$ cat config.mk
export PLATFORM = sky130hd
export DESIGN_NAME = shift_tx_flat
export DESIGN_NICKNAME = d
export VERILOG_FILES = /design/src/rtl/shift_tx_if.sv /design/src/rtl/shift_tx.sv /design/src/flat_wrapper.sv
export SDC_FILE = /design/constraint.sdc
export NUM_CORES = 1
export LEC_CHECK = 0
export ABC_AREA = 1
export ABC_CLOCK_PERIOD_IN_PS = 3100
export CAP_MARGIN = 20
export CORE_MARGIN = 2
export CORE_UTILIZATION = 45
export DETAILED_ROUTE_END_ITERATION = 6
export PLACE_DENSITY = 0.72
export SLEW_MARGIN = 20
export SYNTH_ARGS = -nofsm -noshare
export SYNTH_HDL_FRONTEND = slang
export SYNTH_SLANG_ARGS = --single-unit
$ cat constraint.sdc
create_clock -name clk -period 3.1 [get_ports clk]
set_input_delay 0.62 -clock clk [delete_from_list [all_inputs] [get_ports clk]]
set_output_delay 0.62 -clock clk [all_outputs]
set_load 0.03 [all_outputs]
$ cat src/rtl/shift_tx_if.sv
// Handshake and serial-side signals of the shift_tx transmitter, bundled so the
// producer/monitor (master) and the transmitter (slave) share one port.
interface shift_tx_if #(
    parameter int N = 8
);
    logic         in_valid;
    logic         in_ready;
    logic [N-1:0] in_data;
    logic         in_dir;
    logic         ser_out;
    logic         ser_valid;
    logic         ser_strobe;
    logic         frame_start;
    logic         done;

    modport master (
        output in_valid,
        output in_data,
        output in_dir,
        input  in_ready,
        input  ser_out,
        input  ser_valid,
        input  ser_strobe,
        input  frame_start,
        input  done
    );

    modport slave (
        input  in_valid,
        input  in_data,
        input  in_dir,
        output in_ready,
        output ser_out,
        output ser_valid,
        output ser_strobe,
        output frame_start,
        output done
    );
endinterface

$ cat src/rtl/shift_tx.sv
// Parallel-in, serial-out transmitter: one-word holding register, DIV clocks per
// bit, MSB- or LSB-first per word, strobe on the last clock of every bit period.
module shift_tx #(
    parameter int N   = 8,
    parameter int DIV = 1
) (
    input  logic      clk,
    input  logic      rst,
    shift_tx_if.slave bus
);
    localparam int            CW       = (DIV > 1) ? $clog2(DIV) : 1;
    localparam int            BW       = $clog2(N);
    localparam logic [CW-1:0] DIV_LAST = CW'(DIV - 1);
    localparam logic [BW-1:0] BIT_LAST = BW'(N - 1);

    typedef enum logic [0:0] {
        IDLE  = 1'b0,
        SHIFT = 1'b1
    } state_t;

    state_t        state_r;
    state_t        state_nxt_s;
    logic [N-1:0]  hold_data_r;
    logic [N-1:0]  hold_data_nxt_s;
    logic          hold_dir_r;
    logic          hold_dir_nxt_s;
    logic          hold_full_r;
    logic          hold_full_nxt_s;
    logic [N-1:0]  sh_data_r;
    logic [N-1:0]  sh_data_nxt_s;
    logic          sh_dir_r;
    logic          sh_dir_nxt_s;
    logic [CW-1:0] div_cnt_r;
    logic [CW-1:0] div_cnt_nxt_s;
    logic [BW-1:0] bit_cnt_r;
    logic [BW-1:0] bit_cnt_nxt_s;
    logic          load_s;
    logic          accept_s;
    logic          in_ready_s;

    logic          ser_out_r;
    logic          ser_out_nxt_s;
    logic          ser_valid_r;
    logic          ser_valid_nxt_s;
    logic          ser_strobe_r;
    logic          ser_strobe_nxt_s;
    logic          frame_start_r;
    logic          frame_start_nxt_s;
    logic          done_r;
    logic          done_nxt_s;

    // Bit of the word that goes on the line for bit slot idx.
    function automatic logic pick_bit(input logic [N-1:0] data,
                                      input logic         lsb_first,
                                      input logic [BW-1:0] idx);
        logic [BW-1:0] ridx;
        ridx = BIT_LAST - idx;
        return lsb_first ? data[idx] : data[ridx];
    endfunction

    assign in_ready_s      = ~hold_full_r & ~rst;
    assign accept_s        = bus.in_valid & in_ready_s;
    assign bus.in_ready    = in_ready_s;
    assign bus.ser_out     = ser_out_r;
    assign bus.ser_valid   = ser_valid_r;
    assign bus.ser_strobe  = ser_strobe_r;
    assign bus.frame_start = frame_start_r;
    assign bus.done        = done_r;

    // FSM next state and bit/period counters; load_s moves the holding word into the shifter.
    always_comb begin
        state_nxt_s   = state_r;
        div_cnt_nxt_s = div_cnt_r;
        bit_cnt_nxt_s = bit_cnt_r;
        load_s        = 1'b0;
        case (state_r)
            IDLE: begin
                if (hold_full_r) begin
                    load_s        = 1'b1;
                    state_nxt_s   = SHIFT;
                    div_cnt_nxt_s = '0;
                    bit_cnt_nxt_s = '0;
                end else begin
                    state_nxt_s   = IDLE;
                end
            end
            SHIFT: begin
                if (div_cnt_r == DIV_LAST) begin
                    div_cnt_nxt_s = '0;
                    if (bit_cnt_r == BIT_LAST) begin
                        bit_cnt_nxt_s = '0;
                        // A word already waiting follows with no idle cycle.
                        if (hold_full_r) begin
                            load_s      = 1'b1;
                            state_nxt_s = SHIFT;
                        end else begin
                            state_nxt_s = IDLE;
                        end
                    end else begin
                        bit_cnt_nxt_s = bit_cnt_r + BW'(1);
                    end
                end else begin
                    div_cnt_nxt_s = div_cnt_r + CW'(1);
                end
            end
            default: begin
                state_nxt_s   = IDLE;
                div_cnt_nxt_s = '0;
                bit_cnt_nxt_s = '0;
            end
        endcase
    end

    // Holding register: cleared by a load, filled by a handshake (never both at once).
    always_comb begin
        hold_full_nxt_s = hold_full_r;
        hold_data_nxt_s = hold_data_r;
        hold_dir_nxt_s  = hold_dir_r;
        if (load_s) begin
            hold_full_nxt_s = 1'b0;
        end else if (accept_s) begin
            hold_full_nxt_s = 1'b1;
            hold_data_nxt_s = bus.in_data;
            hold_dir_nxt_s  = bus.in_dir;
        end else begin
            hold_full_nxt_s = hold_full_r;
        end
    end

    // Shifter contents change only on a load; the direction is frozen for the whole word.
    always_comb begin
        sh_data_nxt_s = sh_data_r;
        sh_dir_nxt_s  = sh_dir_r;
        if (load_s) begin
            sh_data_nxt_s = hold_data_r;
            sh_dir_nxt_s  = hold_dir_r;
        end else begin
            sh_data_nxt_s = sh_data_r;
            sh_dir_nxt_s  = sh_dir_r;
        end
    end

    // Output values for the coming cycle, decoded from next state so the outputs can be registered.
    always_comb begin
        ser_out_nxt_s     = 1'b0;
        ser_valid_nxt_s   = 1'b0;
        ser_strobe_nxt_s  = 1'b0;
        frame_start_nxt_s = 1'b0;
        done_nxt_s        = 1'b0;
        if (state_nxt_s == SHIFT) begin
            ser_valid_nxt_s   = 1'b1;
            ser_out_nxt_s     = pick_bit(sh_data_nxt_s, sh_dir_nxt_s, bit_cnt_nxt_s);
            ser_strobe_nxt_s  = (div_cnt_nxt_s == DIV_LAST);
            frame_start_nxt_s = (bit_cnt_nxt_s == '0) && (div_cnt_nxt_s == '0);
            done_nxt_s        = (bit_cnt_nxt_s == BIT_LAST) && (div_cnt_nxt_s == DIV_LAST);
        end else begin
            ser_valid_nxt_s   = 1'b0;
        end
    end

    // State, storage and output registers; reset aborts the frame and discards the held word.
    always_ff @(posedge clk) begin
        if (rst) begin
            state_r       <= IDLE;
            hold_full_r   <= 1'b0;
            hold_data_r   <= '0;
            hold_dir_r    <= 1'b0;
            sh_data_r     <= '0;
            sh_dir_r      <= 1'b0;
            div_cnt_r     <= '0;
            bit_cnt_r     <= '0;
            ser_out_r     <= 1'b0;
            ser_valid_r   <= 1'b0;
            ser_strobe_r  <= 1'b0;
            frame_start_r <= 1'b0;
            done_r        <= 1'b0;
        end else begin
            state_r       <= state_nxt_s;
            hold_full_r   <= hold_full_nxt_s;
            hold_data_r   <= hold_data_nxt_s;
            hold_dir_r    <= hold_dir_nxt_s;
            sh_data_r     <= sh_data_nxt_s;
            sh_dir_r      <= sh_dir_nxt_s;
            div_cnt_r     <= div_cnt_nxt_s;
            bit_cnt_r     <= bit_cnt_nxt_s;
            ser_out_r     <= ser_out_nxt_s;
            ser_valid_r   <= ser_valid_nxt_s;
            ser_strobe_r  <= ser_strobe_nxt_s;
            frame_start_r <= frame_start_nxt_s;
            done_r        <= done_nxt_s;
        end
    end
endmodule

$ cat src/flat_wrapper.sv
// flat-port wrapper written by rule: the top's interface ports become plain ports
module shift_tx_flat 
#(
    parameter int N   = 8,
    parameter int DIV = 1
)
  (clk, rst, bus_in_valid, bus_in_data, bus_in_dir, bus_in_ready, bus_ser_out, bus_ser_valid, bus_ser_strobe, bus_frame_start, bus_done);
  shift_tx_if #(.N(N)) bus_i ();
  input  logic clk;
  input  logic rst;
  input wire logic [$bits(bus_i.in_valid)-1:0] bus_in_valid;
  input wire logic [$bits(bus_i.in_data)-1:0] bus_in_data;
  input wire logic [$bits(bus_i.in_dir)-1:0] bus_in_dir;
  output wire logic [$bits(bus_i.in_ready)-1:0] bus_in_ready;
  output wire logic [$bits(bus_i.ser_out)-1:0] bus_ser_out;
  output wire logic [$bits(bus_i.ser_valid)-1:0] bus_ser_valid;
  output wire logic [$bits(bus_i.ser_strobe)-1:0] bus_ser_strobe;
  output wire logic [$bits(bus_i.frame_start)-1:0] bus_frame_start;
  output wire logic [$bits(bus_i.done)-1:0] bus_done;
  assign bus_i.in_valid = bus_in_valid;
  assign bus_i.in_data = bus_in_data;
  assign bus_i.in_dir = bus_in_dir;
  assign bus_in_ready = bus_i.in_ready;
  assign bus_ser_out = bus_i.ser_out;
  assign bus_ser_valid = bus_i.ser_valid;
  assign bus_ser_strobe = bus_i.ser_strobe;
  assign bus_frame_start = bus_i.frame_start;
  assign bus_done = bus_i.done;
  shift_tx #(.N(N), .DIV(DIV)) u_core (.clk(clk), .rst(rst), .bus(bus_i));
endmodule
==> out/qor.txt <==
LAYOUT
---------------------------------------------------------------------------------
Total number of nets in the final design                                      210
Registers with the most flip-flops                                   u_core.hold_data_r: 8 flops, u_core.sh_data_r: 8 flops, u_core.bit_cnt_r: 3 flops
Area added between synthesis and finish                                     16.2%
Design Area, Final                                                       1540 µm²
Count of inserted antenna diode cells                                           0
Top library cells by usage in the layout, fill and taps aside        sky130_fd_sc_hd__nand2_1 (49), sky130_fd_sc_hd__dfxtp_1 (28), sky130_fd_sc_hd__inv_1 (27), sky130_fd_sc_hd__clkdlybuf4s50_1 (17), sky130_fd_sc_hd__nor2_1 (16)
Layout cells sized above 1                                                 0.0974
Post-layout utilization of the core                                         0.552
Most common library cell in the layout ignoring fill and taps        sky130_fd_sc_hd__nand2_1

CRITICAL PATH
---------------------------------------------------------------------------------
Critical register-to-register path endpoint                          u_core.bus.ser_out
Maximum net fanout on the critical path                                         2
Reg-to-reg slack, setup                                                   1220 ps
Kind of start point of the critical path                             primary input
Crit end category                                                      output pin
Start of the worst register-to-register path                         u_core.bit_cnt_r[0]
Reg2reg path depth                                                             13
Data arrival time of the worst path                                       1800 ps
Critical path class                                                  primary input to output pin
Required @ worst endpoint                                                 2480 ps

PLACEMENT
---------------------------------------------------------------------------------
Detailed placement HPWL                                                   1.91 mm
I/O Buffers                                                                    17
Worst setup slack before clock tree synthesis                              681 ps
Last weighted congestion value of the routability-driven placer             0.864
Total placed instance area                                               1500 µm²

CTS
---------------------------------------------------------------------------------
# clock sinks                                                                  28
Number of hold buffers added after CTS                                          0
TritonCTS clock tree                                                         done
Resized cells post-CTS                                                          0
Setup repair bufs after CTS                                                     0
Clock slew seen by the registers of the worst setup and hold paths         140 ps
H-Tree Level Count                                                              1
Clock insertion delay at the later pin of the skew report                  330 ps
Cts bufs inserted                                                               3
Maximum count of clock buffers along a single path                              2
Cell at the root of the clock tree                                   sky130_fd_sc_hd__clkbuf_4

GLOBAL ROUTE
---------------------------------------------------------------------------------
Initial antenna violation count                                                 0
Pin count of the biggest net entering global routing                           25
Final global-route overflow total                                               0
Tot GR Track Use                                                            0.170
First-pass GRT wire length                                                4.44 mm
Number of global-route vias before repair                                   1,076

TIMING
---------------------------------------------------------------------------------
Shortest clock period the worst path allows after layout                  2420 ps
Setup Total Neg Slack                                                        0 ps
Number of hold-slack violations in the final timing report                      0
Final setup violation count                                                     0
Number of pins exceeding their max-slew limit in the final report               0
Worst clock skew                                                          4.88 ps
RSZ-0062 raised after global routing                                        false
Final worst-path setup slack                                               676 ps
Tightest Pin Transition                                                    625 ps
Max-Slew Margin vs Limit                                                    0.579
Period Utilization, post-route                                              0.782
Maximum clock rate                                                        413 MHz

DIE
---------------------------------------------------------------------------------
Die footprint                                                            3390 µm²
Initial Util                                                                0.475
Die height                                                                58.2 µm
Number of placed I/O pins                                                      18
Horizontal extent of the die                                              58.2 µm
Placement Rows                                                                 19
Core Area                                                                2780 µm²

MIN PATH
---------------------------------------------------------------------------------
Destination of the worst hold path                                   u_core.hold_data_r[0]
Path category of the worst min-delay check                           flip-flop to flip-flop
Startpoint of the most critical hold path                            u_core.hold_data_r[0]
WHS Path Cells                                                                  2

DETAILED ROUTING
---------------------------------------------------------------------------------
Via count                                                                   1,162
Routed wire length                                                        2.57 mm
Post-detailed-route count of antenna-violating nets                             0
WL per Instance                                                           11.4 µm
Detailed-route DRC error count                                                  0
Via density                                                                  5.14
Number of DRC markers after the initial detailed-route iteration               56
1st-pass router iterations                                                      4

SYNTH
---------------------------------------------------------------------------------
Yosys cell types                                                               23
Synth warnings                                                                  0
Number of standard cells after synthesis                                      179
Post-synth design cell area                                              1320 µm²
Synthesized flop and latch total                                               28
Post-synthesis area per instance                                         7.39 µm²
Net count of the mapped netlist                                               193
Seq/Total Area, Yosys                                                       0.424

RUN
---------------------------------------------------------------------------------
Number of max-cap violations                                                    0

STATUS
---------------------------------------------------------------------------------
Result of the run                                                    complete, no violations

POWER
---------------------------------------------------------------------------------
Worst vdd rail ir drop                                                 0.000337 V
Relative contribution of the clock network to total power                   0.234
Internal power                                                         0.000528 W
Standby leakage power                                                    0.720 nW
Sequential power share                                                      0.529
Fraction of power consumed by combinational cells                           0.238
Pwr/cell area                                                          494 nW/µm²
Net switching fraction of the power                                         0.304
Net switching power figure                                             0.000231 W
Final Power                                                            0.000759 W

==> cells by family (layout without fill, tap and decap cells) <==
| kind of cell | Yosys count | after routing | share of synthesized area |
|---|---|---|---|
| compound gates | 14 | 14 | 0.0823 |
| fa+ha+maj | 2 | 2 | 0.0189 |
| buf+inv | 37 | 53 | 0.121 |
| flops | 28 | 28 | 0.424 |
| simple gates | 98 | 98 | 0.354 |
==> how the worst max path moves through the flow <==
stage                  startpoint           end  slack, ps  cells after the start
2_1_floorplan                 rst  bus_in_ready       1050                      3
3_3_place_gp                  rst  bus_in_ready        680                      3
3_5_place_dp                  rst  bus_in_ready        680                      3
4_1_cts                       rst  bus_in_ready        670                      3
5_1_grt        u_core.hold_full_r  bus_in_ready        640                      2
6_report                      rst  bus_in_ready        680                      3
==> area by class of cell <==
class | instances | area, µm²
inverters | 31 | 121
fillers | 282 | 1240
multi-input cells | 114 | 602
well taps | 31 | 38.8
clock buffers | 4 | 36.3
flip-flops and latches | 28 | 561
repair buffers | 18 | 178
==> synthesized netlist by cell type <==
cell type	number	share of area
sky130_fd_sc_hd__a21oi_1	1	0.0038
sky130_fd_sc_hd__a22oi_4	1	0.016
sky130_fd_sc_hd__buf_2	1	0.0038
sky130_fd_sc_hd__buf_6	2	0.017
sky130_fd_sc_hd__clkbuf_1	3	0.0085
sky130_fd_sc_hd__dfxtp_1	28	0.42
sky130_fd_sc_hd__ha_1	2	0.019
sky130_fd_sc_hd__inv_1	27	0.077
sky130_fd_sc_hd__inv_2	3	0.0085
sky130_fd_sc_hd__inv_6	1	0.0066
sky130_fd_sc_hd__nand2_1	49	0.14
sky130_fd_sc_hd__nand2_2	4	0.019
sky130_fd_sc_hd__nand2_4	2	0.017
sky130_fd_sc_hd__nand3_1	13	0.049
sky130_fd_sc_hd__nand3_2	1	0.0076
sky130_fd_sc_hd__nand3_4	1	0.013
sky130_fd_sc_hd__nand4_1	8	0.038
sky130_fd_sc_hd__nor2_1	16	0.045
sky130_fd_sc_hd__nor3_1	1	0.0038
sky130_fd_sc_hd__nor3_4	1	0.012
sky130_fd_sc_hd__nor4_1	2	0.0095
sky130_fd_sc_hd__o21ai_0	3	0.011
sky130_fd_sc_hd__o31ai_1	9	0.051
==> worst max-delay path, stage by stage <==
cell                              delay [ps]
sky130_fd_sc_hd__clkdlybuf4s50_1         410
sky130_fd_sc_hd__nor2_1                   90
sky130_fd_sc_hd__clkdlybuf4s50_1         680
==> per-layer routing <==
| metal | track usage | up-vias | wire, µm |
|---|---|---|---|
| met5 | 0 | - | 0 |
| met4 | 0.0897 | 0 | 39 |
| met3 | 0.0246 | 4 | 87 |
| met2 | 0.299 | 22 | 1320 |
| met1 | 0.198 | 535 | 1120 |
| li1 | - | 601 | - |
==> power by group through the flow <==
stage / registers (W) / clock network [W] / logic [W]
3_5_place_dp: 0.000410 / 0 / 0.000179
6_report: 0.000401 / 0.000177 / 0.000180
4_1_cts: 0.000401 / 0.000182 / 0.000181
3_3_place_gp: 0.000408 / 0 / 0.000174
5_1_grt: 0.000404 / 0.000195 / 0.000204
2_1_floorplan: 0.000414 / 0 / 0.000125
==> metrics by stage <==
step,hold slack (ps),std cells
3_5_place_dp,475,222
2_1_floorplan,445,179
3_3_place_gp,468,222
5_1_grt,522,226
6_report,490,226
4_1_cts,496,226
No activity file was read; power rests on OpenSTA's default activity.
